===== config.mk =====
export PLATFORM = sky130hd
export DESIGN_NAME = logic_func0_tester
export DESIGN_NICKNAME = d
export VERILOG_FILES = /design/src/rtl/logic_func0_tester.sv
export SDC_FILE = /design/constraint.sdc
export NUM_CORES = 1
export LEC_CHECK = 0
export BUFFER_PORTS_ARGS = -buffer_cell sky130_fd_sc_hd__buf_2
export CAP_MARGIN = 20
export CORE_UTILIZATION = 52
export CTS_CLUSTER_DIAMETER = 150
export DETAILED_ROUTE_END_ITERATION = 7
export PLACE_DENSITY_LB_ADDON = 0.25
export SLEW_MARGIN = 20
export SYNTH_ARGS = -nofsm -noshare
export SYNTH_HDL_FRONTEND = slang
export SYNTH_SLANG_ARGS = --single-unit

===== constraint.sdc =====
create_clock -name clk -period 6.2 [get_ports clk]
set_clock_uncertainty 0.1 [all_clocks]
set_input_delay 0.31 -clock clk [delete_from_list [all_inputs] [get_ports clk]]
set_output_delay 0.31 -clock clk [all_outputs]
set_load 0.02 [all_outputs]

===== src/rtl/logic_func0_tester.sv =====
// rtl/logic_func0_tester.sv - self-test driver for 4-input logic function blocks
// Sweeps {p,q,r,s} through 0..15, samples f_in per vector and grades the truth table.
module logic_func0_tester #(
  parameter int          SETTLE_CYCLES = 2,
  parameter logic [15:0] EXPECTED_TT   = 16'hF888
) (
  input  logic        clk,
  input  logic        rst_n,
  input  logic        start,
  input  logic        f_in,
  output logic        p,
  output logic        q,
  output logic        r,
  output logic        s,
  output logic        busy,
  output logic        done,
  output logic        pass,
  output logic [4:0]  fail_count,
  output logic [3:0]  first_fail_idx,
  output logic [15:0] captured_tt
);

  // Settle counter only has to reach SETTLE_CYCLES-1.
  localparam int SW = (SETTLE_CYCLES < 2) ? 1 : $clog2(SETTLE_CYCLES);
  localparam logic [SW-1:0] SETTLE_LAST = SW'(SETTLE_CYCLES - 1);

  typedef enum logic [1:0] {IDLE, DRIVE, SAMPLE, FINISHED} state_t;

  state_t        state;
  logic [3:0]    idx;
  logic [SW-1:0] settle;
  logic [15:0]   next_tt;
  logic          mismatch;

  // The stimulus is the vector index register itself, so it stays registered.
  assign {p, q, r, s} = idx;

  always_comb begin
    next_tt      = captured_tt;
    next_tt[idx] = f_in;
    mismatch     = (f_in != EXPECTED_TT[idx]);
  end

  always_ff @(posedge clk or negedge rst_n) begin
    if (!rst_n) begin
      state          <= IDLE;
      idx            <= 4'd0;
      settle         <= '0;
      busy           <= 1'b0;
      done           <= 1'b0;
      pass           <= 1'b0;
      fail_count     <= 5'd0;
      first_fail_idx <= 4'd0;
      captured_tt    <= 16'd0;
    end else begin
      case (state)
        IDLE, FINISHED: begin
          if (start) begin
            state          <= DRIVE;
            idx            <= 4'd0;
            settle         <= '0;
            busy           <= 1'b1;
            done           <= 1'b0;
            pass           <= 1'b0;
            fail_count     <= 5'd0;
            first_fail_idx <= 4'd0;
            captured_tt    <= 16'd0;
          end
        end
        DRIVE: begin
          if (settle == SETTLE_LAST) begin
            state <= SAMPLE;
          end else begin
            settle <= settle + 1'b1;
          end
        end
        SAMPLE: begin
          captured_tt <= next_tt;
          if (mismatch) begin
            fail_count <= fail_count + 5'd1;
            if (fail_count == 5'd0) begin
              first_fail_idx <= idx;
            end
          end
          // Leaving at 15 instead of wrapping keeps every vector single-shot.
          if (idx == 4'd15) begin
            state <= FINISHED;
            busy  <= 1'b0;
            done  <= 1'b1;
            pass  <= (next_tt == EXPECTED_TT);
          end else begin
            state  <= DRIVE;
            idx    <= idx + 4'd1;
            settle <= '0;
          end
        end
        default: state <= IDLE;
      endcase
    end
  end

endmodule


# == Word-level counts from Yosys, hierarchy flattened ==
# Memories as Yosys holds them, arrays and structs flattened.
# Cells that the tools add are included.
# word_totals
rom_bits,16
output_inout_bits,32
mem_count,1
ff_bits,35
elab_cells,69
in_bits,4
# op_classes
magnitude_cmp,2
n_mux,30
eq_ne,12
addsub,3
n_reduce_logical,12
# mem_list
name,words,width,rd,rd_clocked_by_memory_dff,write_ports,line,text
(name not given),16,1,1,0,0,41,mismatch = (f_in != EXPECTED_TT[idx]);
# op_table
cell,count
$pmux 16 s2,1
$bwmux 16,1
$eq 16x16->1 const B,1
$mux 16,1
$mux 4,4
$pmux 4 s2,2
$ne 2x2->1 const B,6
$mux 5,2
$pmux 5 s2,1
$mux 1,9
$reduce_and 3->1,3
$mux 2,3
$pmux 1 s2,3
$pmux 2 s3,1
$reduce_and 2->1,3
$add 5x1->5 const B,1
$logic_not 5->1,1
$lt 4x5->1 const B,1
$add 4x1->4 const B,1
$demux 1 s4,1
$eq 2x2->1 const B,2
$eq 4x4->1 const B,1
$ge 4x1->1 const B,1
$reduce_and 4->1,1
8 further kinds,8

# == Depth between registers and ports, before layout ==
# logic_depth
ltp_word,8
depth_mapped,9
mapped_depth_nobuf,8

# == Least setup slack after synthesis ==
# OpenSTA, ideal clock, no wires.
# synth_path
kind,register to register
start,register idx[2]
end,register fail_count[4]
t_required_ps,6031
arrival_ps,2815
synth_period_minus_slack_ps,2984
path_buffers,2
setup_time_ps,69
path_slack_ps,3216
stages_incl_launch_ff,10
cell_sequence,dfrtp_1 > clkbuf_1 > buf_1 > inv_1 > ha_1 > and2_1 > or3_4 > a311o_1 > or4_1 > nand3_1
# synth_via
elab_chain_len,5
# synth_rtl
item,line,text
from (decl),30,logic [3:0] idx;
from (signal assigned),93,idx <= idx + 4'd1;
$mem_v2 16x1,n/a,
$mux 1 (implied by the code),41,
$ne 1x1->1,41,
$ne 2x2->1 (no line),n/a,
$reduce_and 3->1 (no line),n/a,
to (signal assigned),80,fail_count <= fail_count + 5'd1;
to (decl),18,"output logic [4:0] fail_count,"
# No other way between the ends. The select of a mux whose other input is x is not followed.
# A chain may end at the register's enable or synchronous reset.

# == Worst setup path after layout ==
# Same ends and word-level chain as after synthesis.

==> metrics.md <==
| Metric | Value |
|---|---|
| Final GP Congestion | 0.949 |
| Synth area leader | dfrtp_1 |
| Least-Margin Pin Slew | 817 ps |
| Total power | 0.800 mW |
| Final Net Count | 304 |
| Largest net degree at the start of global routing | 36 |
| Clock Path Buffers | 2 |
| Core ar. | 4000 sq um |
| Share of layout cells above drive strength 1 | 15.7% |
| Initial antenna violation count | 0 |
| Register area | 876 sq um |
| Post-synth top area share | 40.6% |
| RSZ-0062 raised after global routing | false |
| Req. time, crit path | 6320 ps |
| GRT Util Overall | 25.5% |
| Tcrit/Tclk final | 46.8% |
| Number of buffers added for setup after CTS | 0 |
| Drt drc | 2 |
| Yosys warns | 0 |
| Critical path fanouts, max | 22 |
| CTS Buf Count | 5 |
| Die width | 66.4 microns |
| Clk Latency, worst-skew pair | 280 ps |
| Routed WL per cell | 15.2 microns |
| Final ANT Viol Nets | 0 |
| Design Area, Final | 2410 sq um |
| GR Overflow Total | 0 |
| Ant. Diodes | 0 |
| Layout filler cell count | 362 |
| Die ar. | 4410 sq um |
| Largest family of logic cells by synthesized area | compound AO/OA/AOI/OAI gates |
| Synth Area in Compound Gates | 23.1% |
| Worst Path Class, Setup | reg2reg |
| Peak supply drop | 220 uV |
| Row cnt | 23 |
| Leading register cell type out of synthesis | dfrtp_1 |
| Mapped Area | 2160 sq um |
| Area contributors post-synth | dfrtp_1 41%, o21ai_0 12%, ha_1 7.0% |
| Vias in the first global route | 1854 |
| IO Pins | 36 |
| CTS tree | yes |
| Status | finished, violations left |
| Reg2Reg Setup Slack | 3300 ps |
| Vias | 2057 |
| HPWL after DPL | 3.51 mm |
| Period minus WS final | 2900 ps |
| Hold Violations, Final | 13 |
| Avg Cell Area, Syn | 8.21 sq um |
| Reg-to-Reg End | fail_count[4]$_DFFE_PN0P_ |
| Port bufs | 35 |
| Number of vias per cell | 6.10 |
| Final setup vio count | 0 |
| Pleak | 1.13 nW |
| Slew HR | 45.5% |
| Adder-cell share of the synthesized area | 6.95% |
| Clock slew at reported path FFs | 60 ps |
| R2R Path Start | idx[2]$_DFFE_PN0P_ |
| Power per cell area | 332 nW/um^2 |
| Critical Path End Type | flop |
| Synth Instances | 263 |
| Flops & latches, synth | 35 |
| Cts hold-fix bufs | 0 |
| First-pass GRT wire length | 8.55 mm |
| Worst setup path end | fail_count[4]$_DFFE_PN0P_ |
| Crit path launch | idx[2]$_DFFE_PN0P_ |
| Worst EP arrival | 3020 ps |
| Post-synth EDFFs | 0 |
| Sequential fraction of the synthesis area | 40.6% |
| DP Area | 2330 sq um |
| Hold_ws | -5.55 ps |
| Worst Reg2Reg Path Length in Cells | 7 |
| Number of max-cap violations | 0 |
| Mapped Nets | 279 |
| Router iterations before antenna repair | 8 |
| Area of the multi-input gates | 1170 sq um |
| Die H | 66.4 microns |
| Fmax | 345 MHz |
| XOR/XNOR share of the synthesized area | 0% |
| HP Class | in2async |
| TNS Setup | 0 ps |
| Max-slew violation count | 0 |
| Synth-to-Final Area Change | 11.6% |
| Multiplexer share of the synthesized area | 2.90% |
| Simple-gate share of the synthesized area | 21.1% |
| Netlist cell types | 36 |
| DR iter-0 viols | 234 |
| Clock sinks | 35 |
| Starting Density | 54.0% |
| CTS H-Tree Depth | 2 |
| Crit path launch type | flop |
| Root buf cell | clkbuf_8 |
| Failing checks | DRC, hold timing |
| Post-CTS Resized | 0 |
| Asr flop ratio synth | 100% |
| Post-Route WL | 5.12 mm |
[kinds of logic after synthesis]
family | after synthesis
AO/OA/AOI/OAI | 88
adder cells (fa/ha/maj) | 12
buffers and inverters | 31
flip-flops | 35
multiplexers | 6
AND/OR/NAND/NOR | 91
[worst min-delay path by stage]
stage / end / slack, ps
after CTS: fail_count[3]$_DFFE_PN0P_ / 20
after detailed placement: fail_count[3]$_DFFE_PN0P_ / 330
after global placement: fail_count[3]$_DFFE_PN0P_ / 320
final: fail_count[0]$_DFFE_PN0P_ / -6
after global routing: fail_count[2]$_DFFE_PN0P_ / 70
after floorplan: busy$_DFFE_PN0P_ / -90
[final cells by class]
type / count / area share (%)
Timing Repair Buffer: 35 / 7.27
Sequential cell: 35 / 36.3
Multi-Input combinational cell: 197 / 48.6
Clock buffer: 6 / 3.01
Inverter: 14 / 2.18
Tap cell: 50 / 2.60
[sequential cells by signal, summed over array words and instances (netlist names)]
signal,cells
first_fail_idx,4
state,2
pass,1
idx,4
busy,1
captured_tt,16
fail_count,5
done,1
settle,1
[cells in the mapped netlist (2+ instances only)]
cell type   n
a21oi_1    21
a31oi_1     2
and2_1      3
and3_1      4
clkbuf_1   16
dfrtp_1    35
ha_1       12
inv_1      14
mux2_2      2
mux2i_1     4
nand2_1    30
nand2b_1    4
nand3_1    15
nand3b_1    4
nand4_1     6
nor2_1     14
nor2b_1     3
nor3b_1     2
o21ai_0    50
o221ai_1    4
o31ai_1     3
[stage by stage]
stage / std cells / utilization (%) / worst slack, ps
floorplan: 263 / - / 3220
finish: 337 / 60.2 / 3300
detailed placement: 331 / 58.3 / 3350
global placement: 331 / 58.3 / 3430
CTS: 337 / 60.2 / 3330
global route: 337 / 60.2 / 3120
[where the power goes]
part / internal (mW) / total [mW] / switching, mW
Sequential: 0.252 / 0.283 / 0.0304
Combinational: 0.110 / 0.369 / 0.259
Clock: 0.0747 / 0.148 / 0.0735
[routing by layer]
metal / wire [microns] / track usage (%) / up-vias
li1: - / - / 986
met1: 2440 / 36.6 / 987
met2: 2340 / 39.0 / 78
met3: 269 / 4.66 / 6
met4: 68 / 7.18 / 0
met5: 0 / 0 / -
[worst max-delay path, cell delays in order, from the launching register on]
cell	delay, ps
dfrtp_1	750
inv_1	210
ha_1	240
and2_1	160
or3_4	370
a311o_1	430
or4_1	490
nand3_1	90
[cell usage in the layout (no fill, tap or decap)]
master / instances
nor3_1: 1
nand3_1: 15
nor2_1: 14
o221ai_1: 4
nor4b_1: 1
a311o_1: 1
or3_4: 1
o31ai_1: 3
a2bb2oi_1: 1
o2bb2ai_1: 1
a311oi_2: 1
nand3b_1: 4
o311ai_0: 1
nand2_1: 30
mux2_2: 2
clkbuf_1: 1
nand2b_1: 4
a31oi_1: 2
and3_1: 4
a2111oi_0: 1
nand4_1: 6
buf_2: 35
and2_1: 3
or2_0: 1
clkbuf_8: 5
inv_1: 14
dfrtp_1: 35
or3_1: 1
a22o_1: 1
o21ai_2: 1
mux2i_1: 4
ha_1: 12
a21oi_1: 21
nor2b_1: 3
or4_1: 1
nor3b_1: 2
o21ai_0: 50
Power figures use the tool's default switching activity.
